--- src/rtl/comp_2_monitor.sv ---
// Run-length monitor for the 2-bit comparator (comp_2) result lines.
// Counts how many valid samples in a row give the same result. A run becomes
// stable after STABLE_N such samples, and each run reports that once. Any
// illegal g/l/e encoding is reported as an error. Reports sit in a one-deep
// valid/ready holding register. A report that cannot be held is dropped and
// raises the sticky ovf flag.
//
// state     | meaning
// ----------+------------------------------------------------------------
// ST_IDLE   | no run in progress (after reset or clr)
// ST_TRACK  | run in progress, run_len < STABLE_N
// ST_STABLE | run has reached STABLE_N; stable report already generated
// ST_ERR    | last valid sample had an illegal encoding
module comp_2_monitor #(
   parameter int unsigned STABLE_N = 4,
   parameter int unsigned CNT_W    = 8
) (
   input  logic             clk,
   input  logic             rst_n,
   input  logic             in_valid,
   input  logic             g,
   input  logic             l,
   input  logic             e,
   input  logic             clr,
   output logic             out_valid,
   input  logic             out_ready,
   output logic [1:0]       out_code,
   output logic [CNT_W-1:0] run_len,
   output logic [CNT_W-1:0] cnt_g,
   output logic [CNT_W-1:0] cnt_l,
   output logic [CNT_W-1:0] cnt_e,
   output logic             err,
   output logic             ovf
);

   typedef enum logic [1:0] {
      ST_IDLE   = 2'd0,
      ST_TRACK  = 2'd1,
      ST_STABLE = 2'd2,
      ST_ERR    = 2'd3
   } state_t;

   localparam logic [1:0]       CODE_EQ  = 2'b00;
   localparam logic [1:0]       CODE_LT  = 2'b01;
   localparam logic [1:0]       CODE_GT  = 2'b10;
   localparam logic [1:0]       CODE_ERR = 2'b11;
   localparam logic [CNT_W-1:0] CNT_MAX  = '1;
   localparam logic [CNT_W-1:0] CNT_ONE  = CNT_W'(1);
   localparam logic [CNT_W-1:0] STABLE_C = CNT_W'(STABLE_N);

   state_t           state_q, state_d;
   logic [1:0]       code_q, code_d;
   logic [CNT_W-1:0] run_len_q, run_len_d;
   logic [CNT_W-1:0] cnt_g_q, cnt_g_d;
   logic [CNT_W-1:0] cnt_l_q, cnt_l_d;
   logic [CNT_W-1:0] cnt_e_q, cnt_e_d;
   logic             err_q, err_d;
   logic             ovf_q, ovf_d;
   logic             out_valid_q, out_valid_d;
   logic [1:0]       out_code_q, out_code_d;

   logic             one_hot;
   logic             legal;
   logic             illegal;
   logic [1:0]       code_in;
   logic [CNT_W-1:0] run_inc;
   logic             rpt_gen;
   logic [1:0]       rpt_code;

   // Classify the incoming sample: legal only when exactly one line is high.
   always_comb begin
      one_hot = 1'b0;
      code_in = CODE_EQ;
      case ({g, l, e})
         3'b001:  begin one_hot = 1'b1; code_in = CODE_EQ; end
         3'b010:  begin one_hot = 1'b1; code_in = CODE_LT; end
         3'b100:  begin one_hot = 1'b1; code_in = CODE_GT; end
         default: begin one_hot = 1'b0; code_in = CODE_EQ; end
      endcase
      legal   = in_valid &  one_hot;
      illegal = in_valid & ~one_hot;
   end

   // Next-state: run tracking, statistics, report generation and handshake.
   always_comb begin
      state_d     = state_q;
      code_d      = code_q;
      run_len_d   = run_len_q;
      cnt_g_d     = cnt_g_q;
      cnt_l_d     = cnt_l_q;
      cnt_e_d     = cnt_e_q;
      err_d       = err_q;
      ovf_d       = ovf_q;
      out_valid_d = out_valid_q;
      out_code_d  = out_code_q;
      rpt_gen     = 1'b0;
      rpt_code    = CODE_EQ;
      // Cannot wrap in ST_TRACK: run_len < STABLE_N < 2^CNT_W there.
      run_inc     = run_len_q + CNT_ONE;

      if (legal) begin
         case (state_q)
            ST_IDLE, ST_ERR: begin
               run_len_d = CNT_ONE;
               code_d    = code_in;
               state_d   = ST_TRACK;
            end
            ST_TRACK: begin
               if (code_in == code_q) begin
                  run_len_d = run_inc;
                  if (run_inc == STABLE_C) begin
                     state_d  = ST_STABLE;
                     rpt_gen  = 1'b1;
                     rpt_code = code_q;
                  end
               end else begin
                  run_len_d = CNT_ONE;
                  code_d    = code_in;
               end
            end
            ST_STABLE: begin
               if (code_in == code_q) begin
                  if (run_len_q != CNT_MAX) begin
                     run_len_d = run_inc;
                  end
               end else begin
                  run_len_d = CNT_ONE;
                  code_d    = code_in;
                  state_d   = ST_TRACK;
               end
            end
            default: begin
               state_d = ST_IDLE;
            end
         endcase

         case (code_in)
            CODE_GT: if (cnt_g_q != CNT_MAX) cnt_g_d = cnt_g_q + CNT_ONE;
            CODE_LT: if (cnt_l_q != CNT_MAX) cnt_l_d = cnt_l_q + CNT_ONE;
            default: if (cnt_e_q != CNT_MAX) cnt_e_d = cnt_e_q + CNT_ONE;
         endcase
      end else if (illegal) begin
         state_d   = ST_ERR;
         run_len_d = '0;
         err_d     = 1'b1;
         rpt_gen   = 1'b1;
         rpt_code  = CODE_ERR;
      end

      // A report only loads when the slot is empty or is being emptied now.
      if (rpt_gen) begin
         if (!out_valid_q || out_ready) begin
            out_valid_d = 1'b1;
            out_code_d  = rpt_code;
         end else begin
            ovf_d = 1'b1;
         end
      end else if (out_valid_q && out_ready) begin
         out_valid_d = 1'b0;
      end

      if (clr) begin
         state_d     = ST_IDLE;
         code_d      = CODE_EQ;
         run_len_d   = '0;
         cnt_g_d     = '0;
         cnt_l_d     = '0;
         cnt_e_d     = '0;
         err_d       = 1'b0;
         ovf_d       = 1'b0;
         out_valid_d = 1'b0;
         out_code_d  = CODE_EQ;
      end
   end

   // State register with asynchronous active-low reset.
   always_ff @(posedge clk or negedge rst_n) begin
      if (!rst_n) begin
         state_q     <= ST_IDLE;
         code_q      <= CODE_EQ;
         run_len_q   <= '0;
         cnt_g_q     <= '0;
         cnt_l_q     <= '0;
         cnt_e_q     <= '0;
         err_q       <= 1'b0;
         ovf_q       <= 1'b0;
         out_valid_q <= 1'b0;
         out_code_q  <= CODE_EQ;
      end else begin
         state_q     <= state_d;
         code_q      <= code_d;
         run_len_q   <= run_len_d;
         cnt_g_q     <= cnt_g_d;
         cnt_l_q     <= cnt_l_d;
         cnt_e_q     <= cnt_e_d;
         err_q       <= err_d;
         ovf_q       <= ovf_d;
         out_valid_q <= out_valid_d;
         out_code_q  <= out_code_d;
      end
   end

   assign out_valid = out_valid_q;
   assign out_code  = out_code_q;
   assign run_len   = run_len_q;
   assign cnt_g     = cnt_g_q;
   assign cnt_l     = cnt_l_q;
   assign cnt_e     = cnt_e_q;
   assign err       = err_q;
   assign ovf       = ovf_q;

endmodule

--- config.mk ---
export PLATFORM = sky130hd
export DESIGN_NAME = comp_2_monitor
export DESIGN_NICKNAME = d
export VERILOG_FILES = /design/src/rtl/comp_2_monitor.sv
export SDC_FILE = /design/constraint.sdc
export NUM_CORES = 1
export LEC_CHECK = 0
export BUFFER_PORTS_ARGS = -buffer_cell sky130_fd_sc_hd__buf_2
export CAP_MARGIN = 10
export CORE_ASPECT_RATIO = 1.4
export CORE_MARGIN = 2
export CORE_UTILIZATION = 56
export CTS_CLUSTER_SIZE = 30
export DETAILED_ROUTE_END_ITERATION = 16
export PLACE_DENSITY = 0.8
export SYNTH_ARGS = -nofsm -noshare
export SYNTH_HDL_FRONTEND = slang
export SYNTH_SLANG_ARGS = --single-unit
--- constraint.sdc ---
create_clock -name clk -period 2.35 [get_ports clk]
set_input_delay 0.47 -clock clk [delete_from_list [all_inputs] [get_ports clk]]
set_output_delay 0.47 -clock clk [all_outputs]
set_load 0.005 [all_outputs]
==> results_dict.tcl, run 1 <==
set metrics [dict create \
    portBuffers 44 \
    syn_area_um2 2470 \
    synth_seq_area_share_pct 41.6 \
    start_util_pct 58.2 \
    via_per_inst 5.78 \
    die_w_um 60.1 \
    cts_htree_levels 2 \
    rows 28 \
    hold_buffers 0 \
    switching_share_pct 26.3 \
    slew_viol_final 0 \
    max-vdd-ir-drop_uv 293 \
    drc_errors 0 \
    final_nets 320 \
    avgSynthCellArea_um2 9.42 \
    power_leakage_nw 1.32 \
    hpwl_mm 3.75 \
    synth_ff_type "dfrtp_1" \
    hp-class "input port to asynchronous set/reset pin" \
    cp-end-kind "flop" \
    wl_mm 5.21 \
    setup_viol 0 \
    start_kind "flop" \
    grt-ovfl-total 0 \
    antenna_found_initial 0 \
    pwr-share-clk_pct 33.3 \
    async_reset_ff_share_pct 100 \
    ioPinCount 45 \
    seqPwrFrac_pct 54.2 \
    clk_pin_slew_ns 0.07 \
    cp.required_ns 2.56 \
    root_buffer "clkbuf_8" \
    drt_iter0_drc 140 \
    cts_buffers 5 \
    grt_max_degree 42 \
    drv_cap 0 \
    layout_commonest_cell "buf_2" \
    cts_tree "yes" \
    tns_ns 0 \
    dieArea_um2 4960 \
    finalCritPeriodShare_pct 79.3 \
    clock-sinks 41 \
    grt_usage_pct 22.9 \
    cts_setup_buffers 0 \
    area_growth_pct 14.2 \
    rsz0062_at_grt "no" \
    drt.antenna.violating_nets 0 \
    die_h_um 82.6 \
    core-area_um2 4240 \
    critical_path_class "flop to flop" \
    drt_pass1_iterations 4 \
    drive_gt1_share_pct 25.1 \
    post_cts_resized 0 \
    syn_nets 276 \
    crit_arrival_ns 2.08 \
    layout_common_cells "buf_2, dfrtp_1, nor2_1, inv_1, nand3_1" \
    clock_latency_ns 0.30 \
    min_period_ns 1.86 \
    p_total_mw 1.35 \
    switchingPower_mw 0.354 \
    synthCells 262 \
    internal-power_mw 0.992 \
    synth_cell_types 59 \
    wire_per_inst_um 14.2 \
    diodes 0 \
    ys_ff_latch 41 \
    synth_edf_count 0 \
    clock.fmax_ghz 0.537 \
    ys_warn_count 0 \
    worst_clock_skew_ns 0.00928 \
    power_density_nw_per_um2 477 \
    relSlewSlack_pct 68.7 \
    hold_violations 0 \
    p_comb_share_pct 12.5 \
    worstMarginPinSlew_ns 0.467 \
    vias 2121 \
    cp_max_fo 7 \
    grt_pass1_vias 1969 \
    status "finished, final reports clean" \
    gp_congestion 0.845 \
    cts_buffer_depth 2 \
    grt_pass1_wl_mm 8.55 \
]
[through the flow]
stage / instances / instance area, µm² / util [%] / setup WS [ns] / hold slack (ns)
after CTS: 367 / 2820 / 66.5 / 0.481 / 0.136
final: 367 / 2820 / 66.5 / 0.486 / 0.130
after global placement: 359 / 2740 / 64.6 / 0.390 / 0.458
after global routing: 367 / 2820 / 66.5 / 0.290 / 0.144
after floorplan: 262 / 2470 / - / 0.489 / 0.174
after detailed placement: 359 / 2740 / 64.6 / 0.321 / 0.459
[registers in the layout (all words and copies together) (netlist names)]
signal	flops
out_code	2
cnt_e	8
cnt_l	8
code_q	2
cnt_g	8
ovf	1
out_valid	1
err	1
state_q	2
run_len	8
[power groups by stage]
stage                     registers, mW  clock network (mW)  logic, mW
final                             0.730               0.448      0.168
after global routing              0.731               0.492      0.188
after CTS                         0.730               0.462      0.169
after detailed placement          0.744                   0      0.167
after global placement            0.743                   0      0.163
after floorplan                   0.744                   0      0.116
[cell families after synthesis]
logic type                 Yosys count  share of synthesized area [%]
AOI/OAI and AO/OA                   49                           15.7
xor gates and xnor gates            20                           7.40
adders and majority gates            6                           3.04
buffers and inverters               29                           5.57
DFF                                 41                           41.6
muxes                                5                           2.28
and+or+nand+nor                    112                           24.5
[per-layer routing]
| metal | vias up | track usage (%) | wire length [µm] |
|---|---|---|---|
| met5 | - | 0 | 0 |
| met4 | 0 | 9.11 | 109 |
| li1 | 1011 | - | - |
| met3 | 12 | 4.67 | 251 |
| met2 | 70 | 40.7 | 2720 |
| met1 | 1028 | 26.2 | 2130 |
[Yosys cell counts, drive strengths merged, types with 2 or more instances]
master / count / area share (%)
nand4: 9 / 2.3
o211ai: 7 / 2.3
nor2: 37 / 5.7
clkbuf: 4 / 0.61
nor3: 14 / 3.2
o21bai: 2 / 0.76
nand3: 14 / 2.8
nor2b: 4 / 1.0
a211oi: 2 / 0.81
dfrtp: 41 / 42
xnor2: 10 / 3.5
mux2: 2 / 1.1
inv: 17 / 2.6
ha: 6 / 3.0
a31oi: 5 / 1.3
and3: 4 / 1.0
mux2i: 3 / 1.2
nand2: 11 / 1.7
xor2: 10 / 3.9
a31o: 2 / 0.71
buf: 8 / 2.4
and2: 3 / 0.86
nor3b: 2 / 0.81
a21oi: 11 / 2.5
o21ai: 10 / 2.0
or3: 4 / 1.0
[critical path, stage by stage, from the launching register on]
cell and delay [ns]:
dfrtp_1 0.45, and3_1 0.24, a311o_1 0.36, nor3_2 0.36
a41oi_1 0.18, a21oi_1 0.19
[worst paths after layout]
check	start	endpoint	slack [ns]	depth (start not counted)
max	run_len[3]	out_valid	0.49	5
min	rst_n	cnt_e[3]	0.13	2
max reg2reg	run_len[3]	out_valid	0.49	5
min reg2reg	err	err	0.51	2
max in group asynchronous	rst_n	cnt_e[5]	2.01	2
min in group clk	err	err	0.51	2
[area by class of cell]
cell class                 instances  area, µm²
multi-input combinational        192       1310
sequential                        41       1030
timing repair buffer              49        270
fill                             363       1420
tap                               60       75.1
inverter                          17       63.8
clock buffer                       8       80.1
(Power assumes the default switching activity.)
==> inputs of run 2 (changes only) <==
Settings changed: ABC_AREA set to 1.
Clock period 2.35 ns to 1.8 ns, I/O delays scaled along.
==> results_dict.tcl, run 2 <==
set metrics [dict create \
    status "finished with violations" \
    failed_checks "negative hold slack" \
    power_leakage_nw 1.65 \
    syn_nets 334 \
    crit_top_cell "nor2_1" \
    pwr-share-clk_pct 38.3 \
    drt_pass1_iterations 4 \
    p_comb_share_pct 14.8 \
    portBuffers 44 \
    syn_area_um2 2450 \
    switchingPower_mw 0.560 \
    drv_cap 0 \
    slew_viol_final 0 \
    cp-end-kind "flop" \
    crit_end "cnt_l[4]" \
    antenna_found_initial 0 \
    grt_pass1_vias 2266 \
    ys_warn_count 0 \
    worst_clock_skew_ns 0.00976 \
    start_util_pct 58.2 \
    layout_common_cells "nand2_1, inv_1, buf_2, dfrtp_1, buf_4" \
    met1_usage_pct 28.7 \
    max-vdd-ir-drop_uv 630 \
    hpwl_mm 4.29 \
    drt_iter0_drc 151 \
    hold_buffers 0 \
    rows 28 \
    yosys.area.top_type "dfrtp_1" \
    n_fill_cell 304 \
    crit_path_start "cnt_l[0]" \
    grt_max_degree 24 \
    crit_buf_inv 0 \
    hp-class "input port to asynchronous set/reset pin" \
    synth_top_area_share_pct 41.9 \
    cp_num_cells 12 \
    core-area_um2 4200 \
    cts_buffer_depth 2 \
    ioPinCount 45 \
    path_delay_family "simple AND/OR/NAND/NOR gates" \
    cts_tree "yes" \
    gp_congestion 0.843 \
    avgSynthCellArea_um2 7.65 \
    synthAdderAreaFrac_pct 3.07 \
    wl_mm 6.04 \
    synthCells 320 \
    synth_most_common_cell "nand2_1" \
    die_h_um 82.2 \
    root_buffer "clkbuf_8" \
    switching_share_pct 26.8 \
    yosys-top-cells-count "nand2_1, inv_1, dfrtp_1" \
    cp.required_ns 1.99 \
    async_reset_ff_share_pct 100 \
    diodes 0 \
    synth_cell_types 34 \
    clock.fmax_ghz 0.562 \
    power_density_nw_per_um2 658 \
    cts_htree_levels 2 \
    internal-power_mw 1.53 \
    synth_edf_count 0 \
    clock_latency_ns 0.30 \
    grt_pass1_wl_mm 9.45 \
    cp_max_fo 4 \
    rr_worst_depth 12 \
    synth_mux_area_share_pct 0 \
    synth_seq_area_share_pct 41.9 \
    drt.antenna.violating_nets 0 \
    whs_ns -0.00765 \
    use_met3_pct 4.21 \
    cts_buffers 5 \
    netlist_top_cells_area "dfrtp_1, nand2_1, inv_1, nand3_1, nor2_1" \
    finalCritPeriodShare_pct 98.9 \
    grt_usage_pct 24.9 \
    dieArea_um2 4920 \
    utilization_pct 75.6 \
    clk_pin_slew_ns 0.09 \
    critical_path_class "flop to flop" \
    synth_compound_area_share_pct 13.2 \
    crit_arrival_ns 1.97 \
    layout_commonest_cell "nand2_1" \
    final_nets 415 \
    drc_errors 0 \
    area_growth_pct 29.8 \
    min_period_ns 1.78 \
    hold_violations 10 \
    top_usage_layer "met2" \
    synth_ff_type "dfrtp_1" \
    synth-xor-area-share_pct 1.43 \
    timing.rr.start "cnt_l[0]" \
    die_w_um 59.9 \
    grt_util_met2_pct 44.7 \
    wire_per_inst_um 13.5 \
    relSlewSlack_pct 69.8 \
    critPathMaxStageDelay_ns 0.38 \
    r2r_end "cnt_l[4]" \
    vias 2489 \
    clock-sinks 41 \
    setup_viol 0 \
    start_kind "flop" \
    seqPwrFrac_pct 46.9 \
    drive_gt1_share_pct 33.1 \
    grt-ovfl-total 0 \
    ys_ff_latch 41 \
    slowest_stage "dfrtp_1" \
    via_per_inst 5.57 \
    worstMarginPinSlew_ns 0.453 \
    r2r_slack_ns 0.02 \
    synth_top_family_by_area "simple AND/OR/NAND/NOR gates" \
    path_cells "ha_2, nand2_2, nor2_1, nand2_1, nor3_1, nor2_1, nand2_4, nand2_4, nand2_1, nor2_1, o21ai_0, nor2_1" \
    tns_ns 0 \
    synthSimpleGateAreaFrac_pct 31.5 \
]
==> run 2: layout make-up <==
class	instances	area [µm²]	share of cell area (%)
clock buffers	6	82.6	2.60
repair buffers	78	488	15.4
multi-input cells	225	1290	40.7
well taps	45	56.3	1.77
inverters	50	193	6.07
flip-flops and latches	41	1030	32.3
clock inverters	2	37.5	1.18
==> run 2: per-stage QoR <==
| stage | cells | total power [mW] | setup WS, ns | area (µm²) |
|---|---|---|---|---|
| 2_1_floorplan | 320 | 1.15 | 0.189 | 2450 |
| 3_3_place_gp | 434 | 1.28 | 0.0141 | 2930 |
| 3_5_place_dp | 434 | 1.29 | -0.0565 | 2930 |
| 4_1_cts | 442 | 2.08 | 0.0310 | 3060 |
| 5_1_grt | 447 | 2.18 | -0.0674 | 3180 |
| 6_report | 447 | 2.09 | 0.0196 | 3180 |
==> run 2: worst register-to-register path, cell delays in order, from the launching register on <==
cell and delay [ns]:
dfrtp_1 0.38, ha_2 0.20, nand2_2 0.08, nor2_1 0.11, nand2_1 0.10, nor3_1 0.19, nor2_1 0.12, nand2_4 0.11
nand2_4 0.06, nand2_1 0.07, nor2_1 0.04, o21ai_0 0.16, nor2_1 0.05
==> run 2: layer usage <==
layer  up-vias  wire length [µm]
met2        73              3230
met3        16               235
met1      1189              2430
met4         0               141
li1       1211                 -
met5         -                 0
==> run 2: cells by family (layout without fill, tap and decap cells) <==
group                      after synthesis  after routing
and+or+nand+nor                        162            162
DFF                                     41             41
adders and majority gates                6              6
xor gates and xnor gates                 4              4
buffers and inverters                   54            136
AOI/OAI and AO/OA                       53             53
==> run 2: power by group through the flow <==
stage,logic (mW),registers (mW),clock network (mW)
2_1_floorplan,0.154,0.995,0
3_3_place_gp,0.287,0.994,0
3_5_place_dp,0.294,0.996,0
4_1_cts,0.298,0.978,0.807
5_1_grt,0.349,0.983,0.847
6_report,0.310,0.980,0.801
==> run 2: repair_timing <==
action                     CTS  global route
setup endpoints to repair    1            23
gates resized for setup      2            24
pin swaps                    0            10
cloned                       0             0
setup buffers                0             5
==> run 2: how the worst min path moves through the flow <==
stage,endpoint,start,cells past startpoint
2_1_floorplan,cnt_e[0],rst_n,0
3_3_place_gp,cnt_l[4],rst_n,1
3_5_place_dp,cnt_l[2],rst_n,1
4_1_cts,cnt_l[2],rst_n,1
5_1_grt,cnt_l[4],rst_n,1
6_report,cnt_l[2],rst_n,1
